## src/rtl/decade_counter_nd.sv

```systemverilog
// Multi-digit up/down decade counter with 8421 or 2421 (Aiken) digit output.
// Optional synchronous parallel load is built only when DECADE_LOAD_EN is defined.
module decade_counter_nd #(
    parameter int DIGITS = 2,
    parameter bit CODE   = 1'b1
) (
    input  logic                  clk,
    input  logic                  reset,
    input  logic                  x,
    input  logic                  up,
`ifdef DECADE_LOAD_EN
    input  logic                  load,
    input  logic [4*DIGITS-1:0]   din,
`endif
    output logic [4*DIGITS-1:0]   res,
    output logic                  z,
    output logic                  wrap
);

    logic [4*DIGITS-1:0] r_state;
    logic                r_wrap;
    logic [4*DIGITS-1:0] w_next;
    logic [4*DIGITS-1:0] w_load_val;
    logic                w_load;
    logic                w_carry;
    logic                w_all9;
    logic                w_all0;
    logic                w_term;

    function automatic logic [3:0] f_enc2421(input logic [3:0] d);
        logic [3:0] e;
        case (d)
            4'd5:    e = 4'b1011;
            4'd6:    e = 4'b1100;
            4'd7:    e = 4'b1101;
            4'd8:    e = 4'b1110;
            4'd9:    e = 4'b1111;
            4'd0, 4'd1, 4'd2, 4'd3, 4'd4: e = d;
            default: e = 4'b0000;
        endcase
        return e;
    endfunction

    function automatic logic [3:0] f_clamp(input logic [3:0] d);
        return (d > 4'd9) ? 4'd0 : d;
    endfunction

`ifdef DECADE_LOAD_EN
    assign w_load = load;

    // Out-of-range load digits are forced to zero so the state stays in 0..9.
    always_comb begin
        w_load_val = '0;
        for (int k = 0; k < DIGITS; k++) begin
            w_load_val[4*k +: 4] = f_clamp(din[4*k +: 4]);
        end
    end
`else
    assign w_load     = 1'b0;
    assign w_load_val = '0;
`endif

    // Ripple the carry/borrow from digit 0 upward to form the counted state.
    always_comb begin
        w_next  = r_state;
        w_carry = 1'b1;
        for (int k = 0; k < DIGITS; k++) begin
            if (w_carry) begin
                if (up) begin
                    if (r_state[4*k +: 4] == 4'd9) begin
                        w_next[4*k +: 4] = 4'd0;
                    end else begin
                        w_next[4*k +: 4] = r_state[4*k +: 4] + 4'd1;
                        w_carry          = 1'b0;
                    end
                end else begin
                    if (r_state[4*k +: 4] == 4'd0) begin
                        w_next[4*k +: 4] = 4'd9;
                    end else begin
                        w_next[4*k +: 4] = r_state[4*k +: 4] - 4'd1;
                        w_carry          = 1'b0;
                    end
                end
            end else begin
                w_next[4*k +: 4] = r_state[4*k +: 4];
            end
        end
    end

    // Detect the all-nines and all-zeros terminal states.
    always_comb begin
        w_all9 = 1'b1;
        w_all0 = 1'b1;
        for (int k = 0; k < DIGITS; k++) begin
            if (r_state[4*k +: 4] != 4'd9) begin
                w_all9 = 1'b0;
            end else begin
                w_all9 = w_all9;
            end
            if (r_state[4*k +: 4] != 4'd0) begin
                w_all0 = 1'b0;
            end else begin
                w_all0 = w_all0;
            end
        end
    end

    assign w_term = x & ~w_load & (up ? w_all9 : w_all0);
    assign z      = w_term;

    // Counter state: load has priority over counting, otherwise hold.
    always_ff @(posedge clk or negedge reset) begin
        if (!reset) begin
            r_state <= '0;
        end else if (w_load) begin
            r_state <= w_load_val;
        end else if (x) begin
            r_state <= w_next;
        end else begin
            r_state <= r_state;
        end
    end

    // Wrap pulse follows the terminal-count cycle by exactly one edge.
    always_ff @(posedge clk or negedge reset) begin
        if (!reset) begin
            r_wrap <= 1'b0;
        end else begin
            r_wrap <= w_term;
        end
    end

    assign wrap = r_wrap;

    // Per-digit output encoding of the internal 8421 state.
    always_comb begin
        res = '0;
        for (int k = 0; k < DIGITS; k++) begin
            if (CODE) begin
                res[4*k +: 4] = f_enc2421(r_state[4*k +: 4]);
            end else begin
                res[4*k +: 4] = r_state[4*k +: 4];
            end
        end
    end

endmodule

```

## config.mk

```make
export PLATFORM = sky130hd
export DESIGN_NAME = decade_counter_nd
export DESIGN_NICKNAME = d
export VERILOG_FILES = /design/src/rtl/decade_counter_nd.sv
export SDC_FILE = /design/constraint.sdc
export NUM_CORES = 1
export LEC_CHECK = 0
export BUFFER_PORTS_ARGS = -buffer_cell sky130_fd_sc_hd__buf_2
export CORE_MARGIN = 1.5
export CORE_UTILIZATION = 31
export CTS_CLUSTER_DIAMETER = 200
export DETAILED_ROUTE_END_ITERATION = 16
export GPL_ROUTABILITY_DRIVEN = 0
export GPL_TIMING_DRIVEN = 0
export PLACE_DENSITY = 0.6
export SLEW_MARGIN = 20
export SYNTH_ARGS = -nofsm -noshare
export SYNTH_HDL_FRONTEND = slang
export SYNTH_SLANG_ARGS = --single-unit
```

## constraint.sdc

```tcl
create_clock -name clk -period 2.03 [get_ports clk]
set_input_delay 0.3045 -clock clk [delete_from_list [all_inputs] [get_ports clk]]
set_output_delay 0.3045 -clock clk [all_outputs]
set_load 0.005 [all_outputs]
```

==> impl_metrics.yaml <==
min_path:
  holdCritPathClass: "input pin to asynchronous set/reset pin"
finish:
  stdcell_area_sq_um: 945.9
  final_nets: 126
  drive_gt1_share_pct: 22.31
  fillers: 258
  multi_input_area_sq_um: 484.2
  final-seq-area_sq_um: 225.2
  area_growth_pct: 24.75
  antenna_cells: 0
die:
  io_pins: 14
  die_w_um: 52.46
  num_rows: 17
  die_h_um: 52.46
  die_area_sq_mm: 0.002752
  core_area_sq_mm: 0.002255
  start_util_pct: 33.63
placement:
  place_area_sq_um: 848.3
  dp_hpwl_um: 1308
  port_buffers: 11
synthesis:
  synthesis.area_sq_um: 758.2
  synth_compound_area_share_pct: 27.72
  synthTopCellsByArea: "dfrtp_1 (30%), o21ai_0 (12%), nor2b_1 (4.1%), nand2_1 (4.0%), nor2_1 (4.0%)"
  synth_top_family_by_area: "compound AO/OA/AOI/OAI gates"
  yosysSeqAreaShare_pct: 29.70
  synthMuxAreaShare_pct: 1.485
  synth_top_cell_area_share_pct: 29.70
  syn_inst: 103
  synth.largest_area_cell: "dfrtp_1"
  yosysUniqueCellTypes: 33
  synth_xor_area_share_pct: 4.620
  syn_avg_cell_area_sq_um: 7.361
  yosys.area_share.simple_pct: 27.39
  synth_nets: 107
  ys_seq_elements: 9
  ys_warn_count: 0
  yosys.area_share.adder_pct: 0
cts:
  cts.path.max_buffers: 2
  root_buffer: "clkbuf_4"
  clk_pin_slew_worst_paths_ns: 0.07
  cts-buffers-inserted: 3
  clock-sinks: 9
  clock_latency_ns: 0.26
  cts_tree: "done"
  h-tree-depth: 1
sta:
  finalHoldViolations: 0
  setup_viol: 0
  finalCritPeriodShare_pct: 97.92
  finalMaxSlewViolations: 0
  relSlewSlack_pct: 68.24
  max_freq_mhz: 503.1
  finalSetupTns_ns: 0
  tightestPinTransition_ns: 0.4764
  rsz0062_at_grt: "true"
  holdWs_ns: 0.4135
  min_period_ns: 1.988
  skew_ns: 0.008479
routing:
  first_iter_violations: 17
  wirelength_um: 1843
  routed_via_density: 5.228
  drc: 0
  wire_per_inst_um: 12.37
  dr.pass1.iters: 5
  ant_nets: 0
  vias: 779
critical_path:
  start_kind: "flop"
  cp_data_arrival_time_ns: 1.68
  worst_setup_path_end_kind: "primary output"
  worstSetupPathType: "flop to primary output"
  required_ns: 1.73
  regToRegEndpoint: "r_state[7]"
  rrSetupSlack_ns: 0.38
  timing.rr.start: "r_state[0]"
  r2r_cells: 5
  worstPathMaxFanout: 5
run_status:
  status: "finished, final reports clean"
global_routing:
  grt_start_max_net_pins: 11
  grt_pass1_wl_um: 2994
  antenna_found_initial: 0
  grt.overflow.total: 0
  grt_pass1_vias: 654
  grt_usage_pct: 14.52
power_and_ir_drop:
  p_total_mw: 1.431
  p_leak_nw: 0.3911
  ir_drop_mv: 0.5984
  pwr_density_cell_mw_per_mm2: 1513
job:
  cap_violations: 0
[per-layer routing]
layer  track usage [%]  vias to the layer above  part of all wire (%)
li1                  -                      399                     -
met5                 0                        -                     0
met4             6.410                        0                  0.43
met2             20.42                       29                    43
met1             21.16                      349                    51
met3             2.857                        2                   5.4
[final cells by class]
class	instances	area share [%]
plain buffers	9	5.688
clock buffers	4	2.778
inverters	4	1.587
multi-input cells	80	51.19
flip-flops and latches	9	23.81
well taps	28	3.704
repair buffers	15	11.24
[kinds of logic after synthesis]
family | Yosys count
buffers and inverters | 14
flip-flops | 9
AND/OR/NAND/NOR | 40
AO/OA/AOI/OAI | 35
XOR/XNOR | 4
multiplexers | 1
[worst max-delay path by stage]
stage	start	depth (start not counted)	slack, ns	endpoint
after floorplan	r_state[2]	5	0.39	z
after global placement	r_state[3]	6	0.14	z
after detailed placement	r_state[3]	6	0.15	z
after CTS	r_state[2]	6	0.006	z
after global routing	r_state[2]	6	-0.007	z
final	r_state[2]	6	0.04	z
[synthesized netlist by cell type]
cell type	count
mux2_2	1
nor2b_1	5
xor2_1	2
or3_1	1
nand3b_1	1
a21boi_0	2
a2bb2oi_1	1
or3b_2	1
o211ai_1	2
buf_2	1
nand3_1	4
inv_1	4
o22ai_1	1
o31ai_1	2
nor2_1	8
nand2_1	8
xnor2_1	2
clkbuf_1	7
and2_1	2
and3_1	2
a32oi_1	1
a31oi_1	1
o2bb2ai_1	1
buf_6	2
a22oi_1	1
a211o_1	1
a21oi_1	4
and4_1	1
dfrtp_1	9
nor3_1	3
nand2b_1	3
nor4_1	1
o21ai_0	18
[cell usage in the layout, fill, tap and decap left out, types with 2 or more instances in the layout]
cell | netlist | final
o21ai_0 | 18 | 18
buf_2 | 1 | 11
dfrtp_1 | 9 | 9
nand2_1 | 8 | 8
clkbuf_1 | 7 | 6
nor2_1 | 8 | 6
nor2b_1 | 5 | 5
clkbuf_4 | 0 | 4
inv_1 | 4 | 4
a21oi_1 | 4 | 4
nand3_1 | 4 | 4
buf_6 | 2 | 3
nand2b_1 | 3 | 3
nor3_1 | 3 | 3
and2_1 | 2 | 2
a21boi_0 | 2 | 2
xor2_1 | 2 | 2
o31ai_1 | 2 | 2
xnor2_1 | 2 | 2
o211ai_1 | 2 | 2
buf_4 | 0 | 2
[flip-flops by register name, summed over array words and instances, names as in the netlist]
signal / count
r_state: 8
wrap: 1
[power by group]
part	internal [mW]	total, mW	switching (mW)
Clock	0.0758	0.141	0.0649
Sequential	0.257	0.370	0.113
Combinational	0.453	0.921	0.468
[critical path, cell delays in order, from the launching register on]
cell and delay, ns:
dfrtp_1 0.37, buf_6 0.13, or3b_4 0.41, nor2_2 0.08, mux2_2 0.14, and3_4 0.19
buf_6 0.09
[per-stage QoR]
stage / util [%] / cells / setup slack, ns
floorplan: - / 103 / 0.3872
global placement: 37.62 / 142 / 0.1391
detailed placement: 37.62 / 142 / 0.1543
CTS: 39.57 / 146 / 0.006332
global route: 41.95 / 149 / -0.006603
finish: 41.95 / 149 / 0.04218
[repair_timing]
action | 4_1_cts | 5_1_grt
pin swaps | 0 | 2
setup endpoints to repair | 1 | 1
buffers inserted | 0 | 3
resized for setup | 4 | 6
hold endpoints to repair | 9 | 0
hold buffers | 1 | 0
No activity file was read; power rests on OpenSTA's default activity.
